==> src/rtl/cache_arb_pkg.sv <==
// cache_arb_pkg: shared constants for the cache/memory arbiter.
// Holds the state encoding, block geometry and owner encoding.
package cache_arb_pkg;

  localparam int BLK_WORDS = 8;
  localparam int IDX_W     = $clog2(BLK_WORDS);
  localparam int OFF_MASK  = 2 * BLK_WORDS - 1;

  typedef logic [1:0] state_t;

  localparam state_t S_IDLE   = 2'd0;
  localparam state_t S_FILL_I = 2'd1;
  localparam state_t S_FILL_D = 2'd2;
  localparam state_t S_STORE  = 2'd3;

  typedef logic own_t;

  localparam own_t OWN_I = 1'b0;
  localparam own_t OWN_D = 1'b1;

endpackage

==> src/rtl/cache_arb_pick.sv <==
// cache_arb_pick: combinational winner select between I and D requests.
// Ports: i_req, d_req, rr_ptr/contend (CACHE_ARB_ROUND_ROBIN_EN), win_i, win_d.
module cache_arb_pick
  import cache_arb_pkg::*;
(
  input  logic i_req,
  input  logic d_req,
`ifdef CACHE_ARB_ROUND_ROBIN_EN
  input  own_t rr_ptr,
  output logic contend,
`endif
  output logic win_i,
  output logic win_d
);

`ifdef CACHE_ARB_ROUND_ROBIN_EN
  assign contend = i_req && d_req;
  assign win_d   = d_req && (!i_req || rr_ptr == OWN_D);
`else
  assign win_d   = d_req;
`endif
  assign win_i   = i_req && !win_d;

endmodule

==> src/rtl/cache_mem_arbiter.sv <==
// cache_mem_arbiter: shares one memory port between I-fill and D fill/store.
// Ports: clk, rst_n, i_*/d_* requests, mem_* port, grants, returns, dones.
// Option: CACHE_ARB_ROUND_ROBIN_EN alternates the winner on contention.
module cache_mem_arbiter
  import cache_arb_pkg::*;
#(
  parameter int MEM_LATENCY = 4,
  parameter int BLOCK_WORDS = BLK_WORDS,
  parameter int ADDR_W      = 16
) (
  input  logic              clk,
  input  logic              rst_n,
  input  logic              i_req,
  input  logic [ADDR_W-1:0] i_addr,
  input  logic              d_req,
  input  logic              d_wr,
  input  logic [ADDR_W-1:0] d_addr,
  input  logic [15:0]       d_wdata,
  output logic              mem_en,
  output logic              mem_wr,
  output logic [ADDR_W-1:0] mem_addr,
  output logic [15:0]       mem_wdata,
  input  logic              mem_data_valid,
  input  logic [15:0]       mem_rdata,
  output logic              i_grant,
  output logic              d_grant,
  output logic              i_data_valid,
  output logic              d_data_valid,
  output logic [15:0]       rdata,
  output logic [IDX_W-1:0]  word_idx,
  output logic              i_done,
  output logic              d_done
);

  if (MEM_LATENCY < 1 || BLOCK_WORDS != BLK_WORDS) begin : g_bad_cfg
    $error("cache_mem_arbiter: unsupported configuration");
  end

  localparam logic [ADDR_W-1:0] MASK = ADDR_W'(OFF_MASK);
  localparam logic [IDX_W-1:0]  LAST = IDX_W'(BLOCK_WORDS - 1);

  state_t             state;
  logic [ADDR_W-1:0]  base;
  logic [15:0]        wdat;
  logic [IDX_W-1:0]   iss_cnt;
  logic [IDX_W-1:0]   ret_cnt;
  logic               iss_done;
  logic               win_i;
  logic               win_d;
  logic               fill;
  logic               store;
  logic               issue;
  logic               ret;
  logic               last_ret;

`ifdef CACHE_ARB_ROUND_ROBIN_EN
  own_t rr_ptr;
  logic contend;

  cache_arb_pick u_pick (
    .i_req  (i_req),
    .d_req  (d_req),
    .rr_ptr (rr_ptr),
    .contend(contend),
    .win_i  (win_i),
    .win_d  (win_d)
  );

  // Loser of a contended grant wins the next contention.
  always_ff @(posedge clk) begin
    if (!rst_n)
      rr_ptr <= OWN_D;
    else if (state == S_IDLE && contend)
      rr_ptr <= win_d ? OWN_I : OWN_D;
  end
`else
  cache_arb_pick u_pick (
    .i_req(i_req),
    .d_req(d_req),
    .win_i(win_i),
    .win_d(win_d)
  );
`endif

  assign fill     = (state == S_FILL_I) || (state == S_FILL_D);
  assign store    = (state == S_STORE);
  assign issue    = fill && !iss_done;
  // Returns outside a fill are stale and dropped.
  assign ret      = fill && mem_data_valid;
  assign last_ret = ret && (ret_cnt == LAST);

  always_ff @(posedge clk) begin
    if (!rst_n) begin
      state    <= S_IDLE;
      base     <= '0;
      wdat     <= '0;
      iss_cnt  <= '0;
      ret_cnt  <= '0;
      iss_done <= 1'b0;
    end else begin
      unique case (state)
        S_IDLE: begin
          iss_cnt  <= '0;
          ret_cnt  <= '0;
          iss_done <= 1'b0;
          unique case (1'b1)
            win_d && d_wr: begin
              state <= S_STORE;
              base  <= d_addr;
              wdat  <= d_wdata;
            end
            win_d && !d_wr: begin
              state <= S_FILL_D;
              base  <= d_addr & ~MASK;
            end
            win_i: begin
              state <= S_FILL_I;
              base  <= i_addr & ~MASK;
            end
            default: ;
          endcase
        end
        S_FILL_I, S_FILL_D: begin
          // Issue counter parks on the last index.
          if (issue) begin
            if (iss_cnt == LAST)
              iss_done <= 1'b1;
            else
              iss_cnt <= iss_cnt + 1'b1;
          end
          if (ret && !last_ret)
            ret_cnt <= ret_cnt + 1'b1;
          if (last_ret)
            state <= S_IDLE;
        end
        default: state <= S_IDLE;
      endcase
    end
  end

  assign mem_en    = issue || store;
  assign mem_wr    = store;
  assign mem_addr  = store ? base :
                     issue ? (base | ADDR_W'({iss_cnt, 1'b0})) :
                     '0;
  assign mem_wdata = store ? wdat : '0;

  assign i_grant      = (state == S_FILL_I);
  assign d_grant      = (state == S_FILL_D) || store;
  assign i_data_valid = ret && (state == S_FILL_I);
  assign d_data_valid = ret && (state == S_FILL_D);
  assign rdata        = ret ? mem_rdata : '0;
  assign word_idx     = ret ? ret_cnt : '0;
  assign i_done       = last_ret && (state == S_FILL_I);
  assign d_done       = (last_ret && (state == S_FILL_D)) || store;

endmodule

==> config.mk <==
export PLATFORM = sky130hd
export DESIGN_NAME = cache_mem_arbiter
export DESIGN_NICKNAME = d
export VERILOG_FILES = /design/src/rtl/cache_arb_pkg.sv /design/src/rtl/cache_arb_pick.sv /design/src/rtl/cache_mem_arbiter.sv
export SDC_FILE = /design/constraint.sdc
export NUM_CORES = 1
export LEC_CHECK = 0
export ABC_AREA = 1
export CAP_MARGIN = 30
export CORE_MARGIN = 2
export CORE_UTILIZATION = 40
export DETAILED_ROUTE_END_ITERATION = 10
export HOLD_SLACK_MARGIN = 0.06
export PLACE_DENSITY = 0.83
export SETUP_SLACK_MARGIN = 0.3
export SLEW_MARGIN = 20
export SYNTH_ARGS = -nofsm -noshare
export SYNTH_HDL_FRONTEND = slang
export SYNTH_SLANG_ARGS = --single-unit
==> constraint.sdc <==
create_clock -name clk -period 5.3 [get_ports clk]
set_input_delay 1.59 -clock clk [delete_from_list [all_inputs] [get_ports clk]]
set_output_delay 1.59 -clock clk [all_outputs]
set_load 0.1 [all_outputs]
==> impl_metrics.env, run 1 <==
export IMPL_cpPeakStageDelay_ps=500
export IMPL_post_route_util_pct=68.4
export IMPL_critPathKind="primary input to output pin"
export IMPL_setup_slack_ps=630
export IMPL_yosys_warnings=0
export IMPL_drtPass1Iterations=4
export IMPL_io_pins=129
export IMPL_regArea_um2=821
export IMPL_num_nets_final=536
export IMPL_multiInputGateArea_mm2=0.00103
export IMPL_initial_utilization_pct=41.6
export IMPL_antenna_found_initial=0
export IMPL_gp_congestion=0.853
export IMPL_syn_area_mm2=0.00229
export IMPL_maxSlewHeadroom_pct=34.1
export IMPL_worstPathCellList="clkdlybuf4s50_1 -> nand2_1 -> nor2_1 -> buf_12"
export IMPL_antennaDiodeCount=0
export IMPL_cts_buffers=5
export IMPL_reg2reg_to="ret_cnt[0]"
export IMPL_dp_slack_ps=642
export IMPL_clk_latency_ps=290
export IMPL_cp_slowest_cell="clkdlybuf4s50_1"
export IMPL_dp_cells=523
export IMPL_layout_commonest_cell="clkdlybuf4s50_1"
export IMPL_cp_start_kind="primary input"
export IMPL_vias_per_cell=4.67
export IMPL_drcViolationCount=0
export IMPL_postCtsHoldBufs=0
export IMPL_post_cts_resized=0
export IMPL_rrSetupSlack_ps=3200
export IMPL_layout_common_cells="clkdlybuf4s50_1 (85), inv_1 (76), a21oi_1 (52)"
export IMPL_syn_to_final_growth_pct=64.5
export IMPL_clk_pin_slew_ps=80
export IMPL_root_buffer="clkbuf_8"
export IMPL_grt_max_degree=33
export IMPL_whs_endpoint="wdat[8]"
export IMPL_track_usage_pct=21.5
export IMPL_synth_cell_types=23
export IMPL_dp_hpwl_um=5220
export IMPL_setup_viol=0
export IMPL_cts_setup_buffers=0
export IMPL_syn_nets=423
export IMPL_fmax_ghz=0.214
export IMPL_peakVddDrop_mv=0.371
export IMPL_cts_tree="done"
export IMPL_finalHoldViolCount=0
export IMPL_die_h_um=79.6
export IMPL_grt_pass1_wl_um=10800
export IMPL_p_per_area_mw_per_mm2=482
export IMPL_fillers=476
export IMPL_port_buffers=124
export IMPL_hold_path_class="flip-flop to flip-flop"
export IMPL_maxCapViolCount=0
export IMPL_numClockSinks=41
export IMPL_status="complete, no violations"
export IMPL_route_antenna_remaining_nets=0
export IMPL_hold_depth=2
export IMPL_period_minus_slack_ps=4670
export IMPL_drive_gt1_share_pct=14.6
export IMPL_power_leakage_nw=1.73
export IMPL_worstSetupEndpointType="output pin"
export IMPL_required_ps=3710
export IMPL_rows=27
export IMPL_stdcell_count=531
export IMPL_grt_pass1_vias=2375
export IMPL_tightest_slew_ps=986
export IMPL_fin_crit_sh_pct=88.1
export IMPL_ys_seq_elements=41
export IMPL_final_setup_skew_ps=5.47
export IMPL_rr_worst_depth=7
export IMPL_cp_arrival_ps=3080
export IMPL_maxSlewViolCount=0
export IMPL_wl_per_cell_um=12.8
export IMPL_critPathMaxFanout=21
export IMPL_vias=2481
export IMPL_ys_seq_area_share_pct=35.9
export IMPL_drt_iter0_markers=84
export IMPL_placeableCoreArea_mm2=0.00551
export IMPL_rsz0062_at_grt="false"
export IMPL_synth_cells=345
export IMPL_min_from="wdat[8]"
export IMPL_r2r_start="state[1]"
export IMPL_grt_remaining_overflow=0
export IMPL_routed_wl_um=6810
export IMPL_syn_avg_cell_area_um2=6.63
export IMPL_chipWidth_um=79.6
export IMPL_die_area_mm2=0.00634
export IMPL_htreeDepth=2
export IMPL_ctsLongestPathBuffers=2
[synthesized netlist by cell type]
cell type | number | share of area, %
buf_6 | 5 | 2.5
a21oi_2 | 4 | 1.5
o21ai_1 | 1 | 0.22
nor2_2 | 1 | 0.27
clkbuf_1 | 5 | 0.82
nand2_2 | 5 | 1.4
nor2_4 | 1 | 0.49
nand4_1 | 4 | 1.1
a21oi_1 | 52 | 11
nand3_1 | 4 | 0.87
nand3b_1 | 1 | 0.33
ha_1 | 8 | 4.4
inv_2 | 5 | 0.82
buf_2 | 5 | 1.1
or2_1 | 3 | 0.82
nand2_1 | 48 | 7.9
inv_1 | 76 | 12
nor2_1 | 39 | 6.4
dfxtp_1 | 41 | 36
nand3_2 | 2 | 0.87
buf_4 | 4 | 1.3
o21ai_0 | 30 | 6.6
o21ai_4 | 1 | 0.71
[flip-flops by register name, summed over array words and instances, names as in the netlist]
name and count:
wdat 16, iss_done 1, state 2, ret_cnt 3
iss_cnt 3, base 16
[metrics by stage]
stage	hold WS, ps	setup TNS [ps]	power (mW)	cell area (um2)
after floorplan	424	-798	1.28	2290
after global placement	433	0	1.54	3650
after detailed placement	437	0	1.57	3650
after CTS	451	0	1.82	3760
after global routing	461	0	1.91	3760
final	450	0	1.81	3760
[critical path: cells and delay by family]
kind / cells / cell delay (ps)
buffers and inverters: 2 / 720
and+or+nand+nor: 2 / 770
[worst max-delay path by stage]
stage	start	end	slack (ps)	cells past startpoint
final	mem_data_valid	word_idx[0]	630	4
after global placement	mem_data_valid	rdata[8]	700	4
after detailed placement	mem_data_valid	rdata[5]	640	4
after floorplan	state[0]	mem_addr[10]	-80	7
after CTS	mem_data_valid	rdata[5]	640	4
after global routing	mem_data_valid	rdata[2]	530	4
[final cells by class]
| cell class | count | share of cell area [%] |
|---|---|---|
| Timing Repair Buffer | 125 | 37.2 |
| Multi-Input combinational cell | 204 | 27.5 |
| Sequential cell | 41 | 21.8 |
| Inverter | 81 | 8.08 |
| Tap cell | 72 | 2.39 |
| Clock buffer | 5 | 1.83 |
| Clock inverter | 3 | 1.23 |
[report_power, final]
group	leakage (nW)	switching [mW]	internal, mW
Sequential	0.337	0.0372	0.372
Clock	0.0543	0.113	0.141
Combinational	1.33	0.844	0.306
Total	1.73	0.994	0.819
[cell families (layout without fill, tap and decap cells)]
| logic type | after synthesis | count (layout) | share of synthesized area [%] |
|---|---|---|---|
| simple gates | 108 | 108 | 20.4 |
| buf+inv | 100 | 214 | 19.0 |
| compound gates | 88 | 88 | 20.4 |
| flops | 41 | 41 | 35.9 |
| fa+ha+maj | 8 | 8 | 4.37 |
[routing by layer]
| metal | global-route usage [%] | vias to the layer above | routed length [um] |
|---|---|---|---|
| met2 | 41.5 | 75 | 3610 |
| li1 | - | 1270 | - |
| met5 | 0 | - | 0 |
| met4 | 4.83 | 0 | 87 |
| met3 | 4.19 | 8 | 357 |
| met1 | 23.9 | 1128 | 2760 |
No activity file was read; power rests on OpenSTA's default activity.
==> run 2, diff against run 1 <==
TNS_END_PERCENT = 50   (was unset)
==> results of run 2 <==
No change in the layout: final DEF, timing and power equal those of run 1.
